<file path="src/rtl/board_pkg.sv">
// Shared board definitions: default dimensions and loader FSM state encoding.
// The read-back side imports the same package so both agree on the encoding.
package board_pkg;

  localparam int BOARD_WIDTH_DEF  = 32;
  localparam int BOARD_HEIGHT_DEF = 32;

  localparam logic [1:0] ST_IDLE   = 2'd0;
  localparam logic [1:0] ST_LOAD   = 2'd1;
  localparam logic [1:0] ST_COMMIT = 2'd2;

  // Row counter width: clog2 of the row count, never narrower than one bit.
  function automatic int cnt_width(input int height);
    return (height > 1) ? $clog2(height) : 1;
  endfunction

endpackage

</file>
<file path="src/rtl/board_loader.sv">
// Board loader: collects BOARD_HEIGHT rows into a shadow register, then
// issues a one-cycle set_state strobe so the board can parallel-load them.
// An abort during the load drops back to IDLE without committing.
module board_loader
  import board_pkg::*;
#(
  parameter int BOARD_WIDTH  = BOARD_WIDTH_DEF,
  parameter int BOARD_HEIGHT = BOARD_HEIGHT_DEF
) (
  input  logic                                clk,
  input  logic                                rst,
  input  logic                                start,
  input  logic                                abort,
  input  logic [BOARD_WIDTH-1:0]              row_data,
  input  logic                                row_valid,
  output logic                                row_ready,
  output logic [BOARD_WIDTH*BOARD_HEIGHT-1:0] new_board_state,
  output logic                                set_state,
  output logic                                busy,
  output logic                                done
);

  localparam int BOARD_SIZE = BOARD_WIDTH * BOARD_HEIGHT;
  localparam int CNT_W      = cnt_width(BOARD_HEIGHT);

  logic [1:0]            state_r;
  logic [1:0]            state_s;
  logic [CNT_W-1:0]      row_cnt_r;
  logic [BOARD_SIZE-1:0] shadow_r;
  logic                  row_ready_r;
  logic                  set_state_r;
  logic                  busy_r;
  logic                  done_r;
  logic                  xfer_s;
  logic                  last_row_s;

  // Transfer qualification: abort in the same cycle cancels the row write.
  always_comb begin
    xfer_s     = 1'b0;
    last_row_s = (row_cnt_r == CNT_W'(BOARD_HEIGHT - 1));
    if ((state_r == ST_LOAD) && row_valid && row_ready_r && !abort) begin
      xfer_s = 1'b1;
    end else begin
      xfer_s = 1'b0;
    end
  end

  // Next-state logic for the IDLE -> LOAD -> COMMIT -> IDLE sequence.
  always_comb begin
    state_s = state_r;
    case (state_r)
      ST_IDLE: begin
        if (start) begin
          state_s = ST_LOAD;
        end else begin
          state_s = ST_IDLE;
        end
      end
      ST_LOAD: begin
        if (abort) begin
          state_s = ST_IDLE;
        end else if (xfer_s && last_row_s) begin
          state_s = ST_COMMIT;
        end else begin
          state_s = ST_LOAD;
        end
      end
      ST_COMMIT: state_s = ST_IDLE;
      default:   state_s = ST_IDLE;
    endcase
  end

  // State, row counter, shadow register and registered outputs.
  always_ff @(posedge clk) begin
    if (!rst) begin
      state_r     <= ST_IDLE;
      row_cnt_r   <= '0;
      shadow_r    <= '0;
      row_ready_r <= 1'b0;
      set_state_r <= 1'b0;
      busy_r      <= 1'b0;
      done_r      <= 1'b0;
    end else begin
      state_r     <= state_s;
      // Outputs are decoded from the next state so they line up with it.
      row_ready_r <= (state_s == ST_LOAD);
      set_state_r <= (state_s == ST_COMMIT);
      busy_r      <= (state_s == ST_LOAD) || (state_s == ST_COMMIT);
      done_r      <= (state_r == ST_COMMIT);
      // Counter clears on a new load; holds on the last row (no wrap).
      if ((state_r == ST_IDLE) && start) begin
        row_cnt_r <= '0;
      end else if (xfer_s && !last_row_s) begin
        row_cnt_r <= row_cnt_r + CNT_W'(1);
      end else begin
        row_cnt_r <= row_cnt_r;
      end
      if (xfer_s) begin
        shadow_r[int'(row_cnt_r) * BOARD_WIDTH +: BOARD_WIDTH] <= row_data;
      end else begin
        shadow_r <= shadow_r;
      end
    end
  end

  assign row_ready       = row_ready_r;
  assign new_board_state = shadow_r;
  assign set_state       = set_state_r;
  assign busy            = busy_r;
  assign done            = done_r;

endmodule

</file>
<file path="config.mk">
export PLATFORM = sky130hd
export DESIGN_NAME = board_loader
export DESIGN_NICKNAME = d
export VERILOG_FILES = /design/src/rtl/board_pkg.sv /design/src/rtl/board_loader.sv
export SDC_FILE = /design/constraint.sdc
export NUM_CORES = 2
export LEC_CHECK = 0
export BUFFER_PORTS_ARGS = -buffer_cell sky130_fd_sc_hd__buf_2
export CELL_PAD_IN_SITES_DETAIL_PLACEMENT = 1
export CELL_PAD_IN_SITES_GLOBAL_PLACEMENT = 2
export CORE_AREA = 3 3 415 417
export CTS_CLUSTER_SIZE = 24
export DETAILED_ROUTE_END_ITERATION = 6
export DIE_AREA = 0 0 418 420
export PLACE_DENSITY = 0.65
export SLEW_MARGIN = 20
export SYNTH_ARGS = -nofsm -noshare
export SYNTH_HDL_FRONTEND = slang
export SYNTH_SLANG_ARGS = --single-unit
</file>
<file path="constraint.sdc">
create_clock -name clk -period 5.4 [get_ports clk]
set_clock_uncertainty 0.1 [all_clocks]
set_input_delay 1.08 -clock clk [delete_from_list [all_inputs] [get_ports clk]]
set_output_delay 1.08 -clock clk [all_outputs]
set_load 0.01 [all_outputs]
</file>
# Word-level counts from Yosys, hierarchy flattened
# Index checks and enable logic that the tools add are counted.
totals:
  regBits: 1035
  in_bits: 37
  out_inout_bits: 1028
  wordCells: 34
op_classes:
  add_sub_neg: 2
  eq_ne: 5
  n_shift: 2
  n_mux: 6
  n_bitwise: 1
  n_reduce_logical: 11
ops:
  columns: ["op", "n"]
  rows:
  - ["1024-bit bitwise mux", 1]
  - ["32-bit by 33-bit variable shift with 1024-bit output (first input constant)", 1]
  - ["32-bit by 33-bit variable part select with 1024-bit output", 1]
  - ["10-bit negation with 33-bit output", 1]
  - ["1-bit logical AND", 6]
  - ["5-bit by 1-bit adder with 5-bit output (second input constant)", 1]
  - ["5-bit == test (second input constant)", 1]
  - ["2-bit by 1-bit == test with 1-bit output (second input constant)", 2]
  - ["2-bit == test (second input constant)", 2]
  - ["2-bit 2-to-1 mux", 2]
  - ["2-bit one-hot mux with 2 select lines", 1]
  - ["1-bit zero test", 2]
  - ["2-bit zero test", 1]
  - ["1-bit 2-to-1 mux", 2]
  - ["2-bit OR reduction", 1]
  - ["1-bit logical OR", 1]
  - ["1-bit inverter", 1]

# Logic depth before layout (Yosys ltp)
depth:
  ltp_word: 11
  depth_mapped: 12
  mapped_depth_nobuf: 9

# Least setup slack after synthesis
# OpenSTA, ideal clock, no wires.
synth_path:
  kind: "reg-to-reg"
  startpoint: "reg row_cnt_r[0]"
  endpoint: "reg shadow_r[920] (netlist: new_board_state[920])"
  setup_time_ns: 0.072
  arrival_time_ns: 2.685
  required_ns: 5.228
  slack_ns: 2.543
  stages_incl_launch_ff: 13
  path_buffers: 4
  period_less_slack_ns: 2.857
  path_cell_list: "dfxtp_1 > buf_2 > inv_1 > ha_1 > nor3b_1 > ha_1 > or3b_1 > mux2i_1 > buf_4 > and3_1 > buf_2 > buf_6 > mux2i_1"
synth_via:
  elab_chain_cells: 3
  elab_cells_between_ends: 4
  classes_between: "1 x add/sub; 2 x shift; 1 x mux"
synth_rtl:
  columns: ["item", "line", "source"]
  rows:
  - ["start, declared", "board_loader.sv:28", "logic [CNT_W-1:0] row_cnt_r;"]
  - ["start signal, assigned", "board_loader.sv:94", "row_cnt_r <= row_cnt_r + CNT_W'(1);"]
  - ["start signal, assigned", "board_loader.sv:96", "row_cnt_r <= row_cnt_r;"]
  - ["10-bit negation with 33-bit output (*)", "board_loader.sv:99", "shadow_r[int'(row_cnt_r) * BOARD_WIDTH +: BOARD_WIDTH] <= row_data;"]
  - ["32-bit by 33-bit variable part select with 1024-bit output / 32-bit by 33-bit variable shift with 1024-bit output (equally long branches)", "board_loader.sv:99", null]
  - ["1024-bit bitwise mux (*)", "board_loader.sv:99", null]
  - ["end signal, assigned by index", "board_loader.sv:99", null]
  - ["end signal, assigned", "board_loader.sv:101", "shadow_r <= shadow_r;"]
  - ["end, declared", "board_loader.sv:29", "logic [BOARD_SIZE-1:0] shadow_r;"]
# Mark *: on every way between the ends. The rest lies on a longest branch, timed or not.
# A chain may end at the register's enable or synchronous reset.

# Final worst setup path
layout_path:
  startpoint: "reg row_cnt_r[0]"
  endpoint: "reg shadow_r[869] (netlist: new_board_state[869])"
# The elaborated chain is that of the path after synthesis.

==> metrics.cfg <==
[placed_design]
place_inst = 7137
place_hpwl_mm = 137
finalWeightedCongestion = 0.816
portBuffers = 1064
dpl_cell_area_mm2 = 0.0476

[clock_network]
cts.path.max_buffers = 3
htreeDepth = 3
clkSinkCount = 1035
cts_root_buffer = clkbuf_16
post_cts.repair.setup_buffers = 0
cts_resized = 0
cts_tree = done
cts_inserted_buffers = 120
insertion_delay_ns = 0.75
postCtsHoldBufs = 0
path_clk_slew_ns = 0.06

[run_status]
status = completed

[power]
p_per_area_mw_per_mm2 = 316
ir_worst_vdd_mv = 0.235
p_leak_nw = 25.4

[cells_and_area]
utilization_pct = 30.6
final_area_mm2 = 0.0517
most-common-layout-cells = nand2_1, buf_2, dfxtp_1, mux2i_1, nand3_1
area_delta_synth_final_pct = 29.0
final_cells = 7367
seq_area_mm2 = 0.0207
drive_gt1_share_pct = 28.0
multi_input_comb_area_mm2 = 0.0179
nFillCells = 19532
layout.cells.most_common = nand2_1
fin_nets = 5084

[synthesis]
synth_compound_area_share_pct = 0.852
synth_fa_ha_area_share_pct = 0.187
yosysSeqAreaShare_pct = 51.7
syn_inst = 4150
async_flop_share_pct = 0
synth_area_leaders = dfxtp_1, mux2i_1, nand2_1, nand3_1, clkbuf_1
synth-xor-area-share_pct = 0.109
synth.top_cell.area_share_pct = 51.7
synth_top_family_by_area = multiplexers
yosysTopAreaCell = dfxtp_1
synth.distinct_cells = 39
synth_ff_type = dfxtp_1
synth_edf_count = 0
syn_avg_cell_area_um2 = 9.66
synth_area_mm2 = 0.0401
synth_fp_nets = 4193
synth_warnings = 0
muxShareOfSynthArea_pct = 24.8
synthSimpleGateAreaFrac_pct = 17.8
ys_ff_latch = 1035

[routing]
route.vias.total = 34154
vias_per_cell = 4.64
drt-total-wl_mm = 204
drc_errors = 0
routedWlPerCell_um = 27.7
antenna_left = 0
drt_pre_antenna_iters = 4
first_iter_violations = 1985

[grt]
first_global_vias = 34364
met1_usage_pct = 27.0
antenna_found_initial = 15
grt_pass1_wl_mm = 279
track_usage_pct = 22.2
grt.busiest_layer = met2
grt_use_met3_pct = 5.82
met2_usage_pct = 38.2
grt_remaining_overflow = 0
grt_max_degree = 180

[timing]
max_freq_mhz = 244
tightestPinTransition_ns = 1.13
rsz0062_at_grt = false
final_max_slew_viol_count = 0
timing.final.crit_share_pct = 76.0
finalSetupTns_ns = 0
finalSetupViolCount = 0
period_needed_ns = 4.10
finalHoldViolCount = 0
relSlewSlack_pct = 24.6

[floorplanning]
die_area_mm2 = 0.176
fp.dieW_um = 418
die_h_um = 420
io_pins = 1065
core_mm2 = 0.169
initial_core_util_pct = 23.7
rows = 151

[critical_path]
critical_path_class = reg2reg
required_ns = 5.96
crit_fanout = 32
reg2reg_slack_ns = 1.30
cp-start-kind = flop
arrival_ns = 4.66
end_kind = flop

[job]
cap_violations = 0

[min_path]
min_path_type = reg2reg

==> registers in the layout, summed over array words and instances, names as in the netlist <==
register         flops
new_board_state   1024
row_cnt_r            5
state_r              2
busy                 1
done                 1
row_ready            1
set_state            1
==> where the power goes <==
group / switching, W / internal [W] / total (W)
clock network: 0.00347 / 0.00496 / 0.00843
logic: 0.000226 / 0.0000440 / 0.000270
registers: 0.00000441 / 0.00764 / 0.00764
total: 0.00370 / 0.0126 / 0.0163
==> critical path, cell delays in order (launching register included) <==
cell and delay, ns:
dfxtp_1 0.69, inv_1 0.09, ha_1 0.29, nor3b_1 0.16
ha_1 0.27, or3b_1 0.41, mux2i_4 0.56, and3_2 1.07
mux2i_1 0.29
==> kinds of logic after synthesis <==
logic type | count (synthesis)
simple gates | 1662
flops | 1035
mux | 995
buf+inv | 407
compound gates | 40
fa+ha+maj | 6
xor+xnor | 5
==> worst paths after layout <==
check	from	endpoint	cells past startpoint
setup / recovery	row_cnt_r[0]$_SDFFE_PP0P_	new_board_state[869]$_SDFFE_PN0P_	8
hold / removal	new_board_state[801]$_SDFFE_PN0P_	new_board_state[801]$_SDFFE_PN0P_	2
setup reg to reg	row_cnt_r[0]$_SDFFE_PP0P_	new_board_state[869]$_SDFFE_PN0P_	8
hold reg to reg	new_board_state[801]$_SDFFE_PN0P_	new_board_state[801]$_SDFFE_PN0P_	2
==> Yosys cell counts (6+ instances only) <==
library cell / count
nor2b_1: 32
buf_4: 15
mux2i_1: 995
buf_1: 40
nand3_2: 16
buf_6: 12
inv_1: 9
and3_1: 10
dfxtp_1: 1035
nand3_1: 431
nor2_1: 16
ha_1: 6
a22o_1: 32
buf_2: 127
clkbuf_1: 204
nand2_1: 1129
==> layer usage <==
layer  routed length (µm)  up-vias
li1                     -    15716
met1                84500    17227
met2                99600      972
met3                13500      239
met4                 6190        0
met5                    0        -
==> metrics by stage <==
step / setup WS [ns] / hold WS (ns) / total power [W]
floorplan: 2.54 / 0.349 / 0.00797
global placement: 1.09 / 0.339 / 0.00809
detailed placement: 1.14 / 0.344 / 0.00808
CTS: 1.26 / 0.356 / 0.0166
global route: 1.09 / 0.372 / 0.0169
finish: 1.30 / 0.352 / 0.0163
==> cell type report <==
| cell class | instances | area share [%] |
|---|---|---|
| multi-input combinational | 2708 | 34.7 |
| clock buffer | 196 | 7.28 |
| tap | 2218 | 5.37 |
| antenna | 7 | 0.0339 |
| timing repair buffer | 1167 | 11.9 |
| sequential | 1035 | 40.1 |
| inverter | 9 | 0.0653 |
| clock inverter | 27 | 0.544 |
(Power assumes the default switching activity.)
